### src/rtl/change_dispenser.sv
// Change dispenser: fires one can-release pulse per vend, then ejects
// greedy quarter/dime/nickel change and signals completion.
module change_dispenser #(
    parameter int unsigned PULSE_CYCLES = 4,
    parameter int unsigned GAP_CYCLES   = 2
) (
    input  logic       Clk,
    input  logic       RST,
    input  logic       CAN,
    input  logic [5:0] CHG,
    output logic       DISP_CAN,
    output logic       EJ_Q,
    output logic       EJ_D,
    output logic       EJ_N,
    output logic       BUSY,
    output logic       DONE,
    output logic       ERR,
    output logic [2:0] COINS
);

    typedef enum logic [2:0] {
        S_IDLE, S_VEND, S_GAP, S_SEL,
        S_EJECT, S_DONE, S_WAIT_LOW, S_ERR
    } state_t;

    localparam logic [3:0] PULSE_LD = 4'(PULSE_CYCLES - 1);
    localparam logic [3:0] GAP_LD   = 4'(GAP_CYCLES - 1);

    state_t     state_q;
    logic       can_q;
    logic [3:0] cnt_q;
    logic [5:0] remain_q;
    logic [2:0] coins_q;
    logic       disp_q, ejq_q, ejd_q, ejn_q;
    logic       busy_q, done_q, err_q;

    logic       bad_chg_d;
    logic       trig_d;
    logic       ejq_d, ejd_d, ejn_d;
    logic [5:0] remain_d;

    always_comb begin
        bad_chg_d = (CHG > 6'd45) || ((CHG % 6'd5) != 6'd0);
        trig_d    = CAN && !can_q;
        ejq_d     = 1'b0;
        ejd_d     = 1'b0;
        ejn_d     = 1'b0;
        remain_d  = remain_q;
        // Greedy pick of the next coin from what is still owed.
        if (remain_q >= 6'd25) begin
            ejq_d    = 1'b1;
            remain_d = remain_q - 6'd25;
        end else if (remain_q >= 6'd10) begin
            ejd_d    = 1'b1;
            remain_d = remain_q - 6'd10;
        end else if (remain_q >= 6'd5) begin
            ejn_d    = 1'b1;
            remain_d = remain_q - 6'd5;
        end
    end

    always_ff @(posedge Clk or posedge RST) begin
        if (RST) begin
            state_q  <= S_IDLE;
            can_q    <= 1'b1;
            cnt_q    <= 4'd0;
            remain_q <= 6'd0;
            coins_q  <= 3'd0;
            disp_q   <= 1'b0;
            ejq_q    <= 1'b0;
            ejd_q    <= 1'b0;
            ejn_q    <= 1'b0;
            busy_q   <= 1'b0;
            done_q   <= 1'b0;
            err_q    <= 1'b0;
        end else begin
            can_q <= CAN;
            unique case (state_q)
                S_IDLE: begin
                    if (trig_d) begin
                        remain_q <= CHG;
                        coins_q  <= 3'd0;
                        if (bad_chg_d) begin
                            state_q <= S_ERR;
                            err_q   <= 1'b1;
                            busy_q  <= 1'b0;
                        end else begin
                            state_q <= S_VEND;
                            busy_q  <= 1'b1;
                            disp_q  <= 1'b1;
                            cnt_q   <= PULSE_LD;
                        end
                    end
                end
                S_VEND, S_EJECT: begin
                    if (cnt_q == 4'd0) begin
                        disp_q  <= 1'b0;
                        ejq_q   <= 1'b0;
                        ejd_q   <= 1'b0;
                        ejn_q   <= 1'b0;
                        cnt_q   <= GAP_LD;
                        state_q <= S_GAP;
                    end else begin
                        cnt_q <= cnt_q - 4'd1;
                    end
                end
                S_GAP, S_SEL: begin
                    if (cnt_q != 4'd0) begin
                        cnt_q <= cnt_q - 4'd1;
                    end else if (remain_q == 6'd0) begin
                        state_q <= S_DONE;
                        done_q  <= 1'b1;
                    end else begin
                        state_q  <= S_EJECT;
                        ejq_q    <= ejq_d;
                        ejd_q    <= ejd_d;
                        ejn_q    <= ejn_d;
                        remain_q <= remain_d;
                        cnt_q    <= PULSE_LD;
                        if (coins_q != 3'd7) coins_q <= coins_q + 3'd1;
                    end
                end
                S_DONE: begin
                    done_q  <= 1'b0;
                    busy_q  <= 1'b0;
                    state_q <= S_WAIT_LOW;
                end
                S_WAIT_LOW: begin
                    if (!CAN) state_q <= S_IDLE;
                end
                S_ERR: begin
                    state_q <= S_ERR;
                end
                default: state_q <= S_IDLE;
            endcase
        end
    end

    assign DISP_CAN = disp_q;
    assign EJ_Q     = ejq_q;
    assign EJ_D     = ejd_q;
    assign EJ_N     = ejn_q;
    assign BUSY     = busy_q;
    assign DONE     = done_q;
    assign ERR      = err_q;
    assign COINS    = coins_q;

endmodule

### config.mk
export PLATFORM = sky130hd
export DESIGN_NAME = change_dispenser
export DESIGN_NICKNAME = d
export VERILOG_FILES = /design/src/rtl/change_dispenser.sv
export SDC_FILE = /design/constraint.sdc
export NUM_CORES = 1
export LEC_CHECK = 0
export CAP_MARGIN = 20
export CORE_MARGIN = 5
export CORE_UTILIZATION = 51
export DETAILED_ROUTE_END_ITERATION = 12
export PLACE_DENSITY = 0.71
export SLEW_MARGIN = 20
export SYNTH_ARGS = -nofsm -noshare
export SYNTH_HDL_FRONTEND = slang
export SYNTH_SLANG_ARGS = --single-unit
### constraint.sdc
create_clock -name Clk -period 2.25 [get_ports Clk]
set_input_delay 0.3375 -clock Clk [delete_from_list [all_inputs] [get_ports Clk]]
set_output_delay 0.3375 -clock Clk [all_outputs]
set_load 0.05 [all_outputs]
==> results.txt, run 1 <==
The final setup violation count came out at 0. The layer flagged by global routing as most heavily used is met2. The element type at the critical path end is a flop. In the synthesized netlist the dominant register cell turns out to be sky130_fd_sc_hd__dfrtp_1. The height of the chip came out at 71.9 um.

The initial antenna violation count came to 0. The internal power of the cells is 640 uW. The growth of design area from synthesis to finish came out at 36.3%.

The post-route cell area came out at roughly 2700 um^2. The maximum fanout along the worst path came out at 4. In this run the biggest area consumer among cell types represents 29.5% of the synthesized area. The overall overflow remaining after global route is 0. The synthesized instance count came out at 233. The maximum number of buffers from clock root to sink came out at 2. The count of routing violations after the opening detailed-route iteration came out at 81. The total number of H-tree levels came out at 1. The proportion of power drawn by combinational gates is approximately 19%. After synthesis, the cell types taking the most area are sky130_fd_sc_hd__dfrtp_1 (29%), sky130_fd_sc_hd__ha_1 (9.0%), sky130_fd_sc_hd__o21ai_0 (6.2%). The met3 global-route usage came out at approximately 3.1%. The average cell area after synthesis is about 8.4 um^2.

The antenna violation net count after detailed routing is 0. The startpoint kind of the worst setup timing path is an input port. The met2 capacity usage during global routing came out at between 30% and 40%. The via-per-instance ratio came out at about 5.7. Max-cap violations in this run came to 0. Measured against its own limit, the worst slew margin works out to around 66%. The detailed-route wire length per cell came out at approximately 14 um. The tightest min-delay check is of the input port to asynchronous set/reset pin type. Yosys instantiated no cell more often than sky130_fd_sc_hd__o21ai_0. The routed wire length is ~4900 um. The global placement routability congestion is ~0.91.

Of all cell types, the one taking the most synthesized area is sky130_fd_sc_hd__dfrtp_1. The first-pass GRT wire length is 8180 um. The fraction of met1 tracks used by global routing came out at 25.6%.

The total power after layout is between 800 and 900 uW. In the final layout, the share of cells above drive strength 1 is 29.6%. The via count of the first global-routing pass is about 1900. The flop and latch count out of synthesis came out at 24. The total via count after detailed routing is approximately 2000.

The overall track demand over capacity in global routing came out at between 10% and 20%. The critical path is of the input port to flop type. At the pin with the least slew margin, the transition time is 0.511 ns. Sequential cells burn roughly half of the power. After synthesis, flip-flops and latches occupy 30.8% of the total area. The slowest stage cell on the critical path is sky130_fd_sc_hd__o32ai_4. The area of the core is 3690 um^2. The placed cell area is about 2500 um^2.

The fmax came out at approximately 460 MHz. The areal power density over the cells came out at 317 nW/um^2. TritonCTS built the clock tree. At the worst endpoint, the required time is ~2.4 ns. The count of final max-slew check failures came out at 0. The floorplan step defined a die boundary enclosing between 5000 and 6000 um^2.

In this run, the clock network consumes between 30 and 40% of the power. The synthesized net count is 256. The share of the clock period used by the worst path came out at approximately 97%.

The clock period minus worst slack is between 2 and 2.5 ns. The count of different cell masters after synthesis is 57. The worst clock skew is between 0.007 and 0.008 ns. Entering global routing, the biggest net connects 25 pins. The number of hold-slack violations in the final timing report came out at 0. The DRC violation count after routing is 0. By count the netlist is led by sky130_fd_sc_hd__o21ai_0 (24), sky130_fd_sc_hd__dfrtp_1 (23), sky130_fd_sc_hd__nand2_1 (22). The placed wire-length estimate is roughly 3600 um. The delay contributed by the slowest stage of the critical path came out at about 0.38 ns. The number of inserted diodes came out at 0. Clock-pin slew was measured on the worst setup and hold paths at roughly 0.08 ns. Buffers inserted to repair hold after CTS numbered 0. The initial standard-cell utilization of the core came out at a little over half. Summed over all nets, the switching power comes to 205 uW.

STA puts the critical path data arrival time at 2.34 ns. The number of top-level pins came out at 19. The run finished with clean final reports. Before antenna repair, the detailed router went through 4 iterations. The async set-or-reset flop fraction in the synthesized netlist is 100%. The share of total power consumed by net switching is about a quarter. The number of synthesized flops with an enable pin came out at 0.

The cell area that synthesis handed to floorplanning was a little under 2000 um^2. The number of buffers inserted during clock tree synthesis came out at 3. The total number of nets in the final design came out at 318. The static leakage power came out at approximately 0.0012 uW. The clock net in this run drives a total of 24 sinks. The worst IR drop on VDD came out at ~0.23 mV. The number of warning messages in the yosys log is 0. The clock insertion delay at the later pin of the skew report came out at ~0.26 ns. The root buffer selected by CTS is sky130_fd_sc_hd__clkbuf_8. Traced cell by cell, the critical path runs through buf_2, buf_4, and2_1, a21oi_2, nand2_2, ha_2, inv_2, o311a_1, a2111oi_4, o32ai_4, a21oi_4, mux2_4. The number of cell rows came out at 22. The die width came out at 71.9 um. The total of buffers placed on input and output ports is 18.
[power groups by stage]
stage,Combinational [uW],Clock (uW),Sequential [uW]
6_report,156,256,433
5_1_grt,169,288,433
4_1_cts,148,267,433
3_5_place_dp,137,0,441
3_3_place_gp,136,0,441
2_1_floorplan,82.4,0,441
[layer usage]
layer | vias to the layer above | routed length (um)
met4 | 0 | 58
met3 | 6 | 154
met1 | 931 | 2310
met5 | - | 0
met2 | 38 | 2420
li1 | 973 | -
[kinds of logic (layout without fill, tap and decap cells)]
logic type	count (synthesis)	after routing	synth area share, %
and+or+nand+nor	79	79	21.5
AOI/OAI and AO/OA	78	78	27.7
buffers and inverters	30	91	6.73
DFF	24	24	30.8
adders and majority gates	14	14	8.97
muxes	5	5	2.88
xor gates and xnor gates	3	3	1.35
[cell type report]
cell class / count / area, um^2
multi-input cells: 179 / 1320
fillers: 289 / 1030
inverters: 17 / 63.8
flip-flops and latches: 24 / 603
repair buffers: 70 / 573
clock buffers: 4 / 45.0
well taps: 48 / 60.1
[repair_timing]
| item | 4_1_cts | 5_1_grt |
|---|---|---|
| gates resized for setup | 27 | 13 |
| endpoints found under the setup margin | 9 | 13 |
| setup buffers | 5 | 1 |
| endpoints found under the hold margin | 0 | 0 |
| pin swaps | 7 | 9 |
[layout by cell type (no fill, tap or decap), types with 3 or more instances in the layout]
| cell | Yosys | layout |
|---|---|---|
| sky130_fd_sc_hd__a21oi_1 | 14 | 12 |
| sky130_fd_sc_hd__a31oi_1 | 7 | 5 |
| sky130_fd_sc_hd__and2_1 | 3 | 3 |
| sky130_fd_sc_hd__buf_4 | 0 | 49 |
| sky130_fd_sc_hd__buf_6 | 2 | 5 |
| sky130_fd_sc_hd__clkbuf_8 | 0 | 3 |
| sky130_fd_sc_hd__clkdlybuf4s50_1 | 0 | 13 |
| sky130_fd_sc_hd__dfrtp_1 | 23 | 22 |
| sky130_fd_sc_hd__ha_1 | 14 | 12 |
| sky130_fd_sc_hd__inv_1 | 17 | 13 |
| sky130_fd_sc_hd__inv_2 | 0 | 4 |
| sky130_fd_sc_hd__mux2i_1 | 3 | 3 |
| sky130_fd_sc_hd__nand2_1 | 22 | 21 |
| sky130_fd_sc_hd__nand2b_1 | 6 | 6 |
| sky130_fd_sc_hd__nand3_1 | 6 | 6 |
| sky130_fd_sc_hd__nor2_1 | 9 | 8 |
| sky130_fd_sc_hd__nor2b_1 | 7 | 6 |
| sky130_fd_sc_hd__nor3_1 | 9 | 9 |
| sky130_fd_sc_hd__o211ai_1 | 3 | 3 |
| sky130_fd_sc_hd__o21ai_0 | 24 | 22 |
| sky130_fd_sc_hd__o21ai_1 | 2 | 4 |
| sky130_fd_sc_hd__or3_1 | 3 | 3 |
[state kept, by name, indices dropped and copies added, names as in the netlist, 3 cells and up]
signal	flops
remain_q	6
cnt_q	4
COINS	3
state_q	3
[critical path, delay by kind of cell]
kind                       cells  cell delay (ns)
adders and majority gates      1             0.21
AOI/OAI and AO/OA              5             0.95
and+or+nand+nor                2             0.23
muxes                          1             0.27
buffers and inverters          3             0.34
[worst paths after layout]
check                                  from     endpoint  slack, ns  cells after the start
worst min register to register          ERR          ERR       0.46                      1
worst max register to register  remain_q[0]  remain_q[3]       0.08                      9
max in group asynchronous               RST        can_q       1.54                      3
worst min-delay path                    RST  remain_q[0]       0.42                      3
worst max-delay path                 CHG[2]     cnt_q[0]       0.07                     12
min in group Clk                        ERR          ERR       0.46                      1
[metrics by stage]
stage	util, %	std cells	hold slack (ns)	TNS (ns)	setup slack, ns
floorplan	-	233	0.342	-0.266	-0.138
global route	72.2	342	0.442	-0.0308	-0.0164
CTS	70.7	341	0.422	-0.000253	-0.000253
global placement	68.2	332	0.455	-4.60	-0.575
finish	72.2	342	0.419	0	0.0668
detailed placement	68.2	332	0.456	-5.33	-0.649
(Power assumes the default switching activity.)
==> inputs of run 2 (changes only) <==
- CTS_BUF_LIST: not set -> sky130_fd_sc_hd__clkbuf_8
==> results.txt, run 2 (synthesis gave the netlist of run 1 again) <==
The flow ran to the end, and the final reports show no timing, DRC or antenna violations. The smallest setup slack after layout is a little under 0.08 ns. The number of cell instances on the worst register-to-register path came out at 9.

Summing all placed instances gives a cell area of 2520 um^2. Once the floorplan was initialized, standard cells occupied 52.9% of the core. The total of buffers placed on input and output ports is 18.

The overall overflow remaining after global route is 0. The height of the chip came out at between 70 and 80 um. The maximum number of buffers from clock root to sink is 2. The fmax came out at about 460 MHz. The clock period minus worst slack came out at approximately 2.2 ns.

The clock transition at the register clock pins on the worst setup and hold paths after CTS is 0.09 ns. The static leakage power is 0.00117 uW. Dividing the detail-routed wire length by the instance count gives between 10 and 15 um. The signal on the critical path passes through inv_2, ha_1, o31a_1, or3_1, buf_4, o22ai_1, a21oi_2, o21bai_1, o2bb2a_1.

Tracing the worst setup path back leads to its startpoint at remain_q[0]. Routability-driven placement finished with a final weighted congestion of roughly 0.91. The total number of H-tree levels is 1.

The number of inserted diodes is 0. Across every metal layer, demand over resource in global routing totals between 10% and 20%. 19 I/O pins were placed. The root buffer selected by CTS is sky130_fd_sc_hd__clkbuf_8.

The areal power density over the cells came out at around 320 nW/um^2. In this run the tightest slew margin relative to its limit is between 60% and 70%. The required time of the critical path is 2.40 ns. The startpoint kind of the worst setup timing path is a flop. The total via count after detailed routing came out at a little under 2000. The number of hold-slack violations in the final timing report came to 0. Across the run, the number of max-cap violations was 0. The path type of the worst setup path is flop to flop. After detailed routing, the number of vias per cell comes to ~5.7.

The die area is a little over 5000 um^2. The clock reaches the later pin of the worst-skew pair after 0.26 ns. The DRC violation count after routing came out at 0. Summed over all layers, the routed wires come to around 5000 um. The post-place setup slack is -0.649 ns. The worst hold slack after final layout came out at ~0.42 ns. The area of the core is ~3700 um^2.

Counting flops per register, the top entry is remain_q. The critical path buffer and inverter count is 2. Grouping stages by cell kind, the critical path spends the most delay in compound AO/OA/AOI/OAI gates. After routing the design area is about 2700 um^2. The library cells used most frequently in the layout, excluding fill and tap cells, are sky130_fd_sc_hd__buf_4 (49), sky130_fd_sc_hd__dfrtp_1 (22), sky130_fd_sc_hd__o21ai_0 (22). The path class of the tightest hold or removal check is input port to asynchronous set/reset pin.

For this block, the initial DRC count from the detailed router was 80. The clock net in this run drives a total of 24 sinks. The number of clock buffers added by TritonCTS is 3. The slowest stage cell on the critical path is sky130_fd_sc_hd__dfrtp_1. The via count of the first global-routing pass came out at roughly 1900. The total number of nets in the final design is 318.

Adding up every negative setup slack in the final design gives 0 ns. The growth of design area from synthesis to finish is 35.8%. The antenna violation net count after detailed routing is 0. In this run the core area contains 22 standard-cell rows. The worst register-to-register path ends at remain_q[3]. The last element of the critical path is remain_q[3]. The TritonCTS clock tree is done. The initial antenna violation count is 0. The final setup violation count came out at 0. The filler cell count in the final layout came out at between 200 and 300. The largest registers in the layout are remain_q x6, cnt_q x4.

The library cell used most frequently in the layout, excluding fill and tap cells, is sky130_fd_sc_hd__buf_4. The worst IR drop on VDD is 0.224 mV. The count of final max-slew check failures was 0. The data arrival time of the critical path is between 2 and 2.5 ns.

In the final layout, the share of cells above drive strength 1 is 29.6%. The first global-routing pass estimated 8180 um of wire. The transition time of the tightest slew-check pin is around 0.51 ns. The die width came out at 71.9 um. Between clock sinks in the finished design, the worst skew comes to slightly above 0.008 ns.

In this run the worst path has a maximum fanout of 4. Before antenna repair, the detailed router went through 4 iterations. The share of the clock period used by the worst path is between 90% and 100%. Entering global routing, the biggest net connects 25 pins. The startpoint identified for the worst register-to-register timing path is remain_q[0]. The register with the most flip-flops in the layout has 6 of them. The placed wire-length estimate came out at roughly 3600 um. STA classifies the critical path endpoint as a flop. The delay contributed by the slowest stage of the critical path came out at about 0.43 ns. The number of stages on the worst setup path came out at 9. Across all register-to-register paths, the minimum setup slack is 0.08 ns.
[run 2: what timing repair did]
action,CTS,global route
gates cloned,0,0
pin swaps,7,8
resized for setup,27,12
hold buffers,0,0
setup buffers,5,1
endpoints found under the setup margin,9,13
[run 2: tightest hold or removal path, stage by stage]
cell                              delay [ns]
sky130_fd_sc_hd__clkdlybuf4s50_1        0.39
sky130_fd_sc_hd__inv_1                  0.05
sky130_fd_sc_hd__buf_4                  0.30
[run 2: cell type report]
cell class,instances,area (um^2),share of cell area (%)
clock buffers,3,41.3,1.56
multi-input cells,179,1310,49.2
well taps,48,60.1,2.27
inverters,17,63.8,2.41
repair buffers,70,573,21.6
flip-flops and latches,24,603,22.8
clock inverters,1,3.75,0.142
[run 2: how the worst min path moves through the flow]
| stage | cells past startpoint | to |
|---|---|---|
| global placement | 1 | ERR |
| floorplan | 0 | can_q |
| detailed placement | 1 | ERR |
| finish | 3 | remain_q[0] |
| CTS | 3 | remain_q[0] |
| global route | 3 | remain_q[0] |
[run 2: per-layer routing]
| layer | GRT usage (%) | wire length [um] | vias up |
|---|---|---|---|
| met5 | 0 | 0 | - |
| met4 | 3.76 | 40 | 0 |
| met3 | 3.09 | 169 | 4 |
| met2 | 33.4 | 2390 | 42 |
| met1 | 25.6 | 2280 | 930 |
| li1 | - | - | 974 |
[run 2: metrics by stage]
| step | power, uW | instances | utilization [%] |
|---|---|---|---|
| after CTS | 843 | 341 | 70.7 |
| final | 837 | 342 | 71.8 |
| after global placement | 577 | 332 | 68.2 |
| after global routing | 882 | 342 | 71.8 |
| after floorplan | 524 | 233 | - |
| after detailed placement | 579 | 332 | 68.2 |
[run 2: where the power goes]
| part | leakage (uW) | switching, uW | internal [uW] |
|---|---|---|---|
| Combinational | 0.000853 | 72.3 | 79.7 |
| Clock | 0.0000269 | 131 | 122 |
| Sequential | 0.000290 | 0.113 | 432 |
==> inputs of run 3 (changes only) <==
- CTS_CLUSTER_DIAMETER: not set -> 120
- SLEW_MARGIN: 20 -> 40
==> results of run 3 <==
No change in the layout: final DEF, timing and power equal those of run 2.
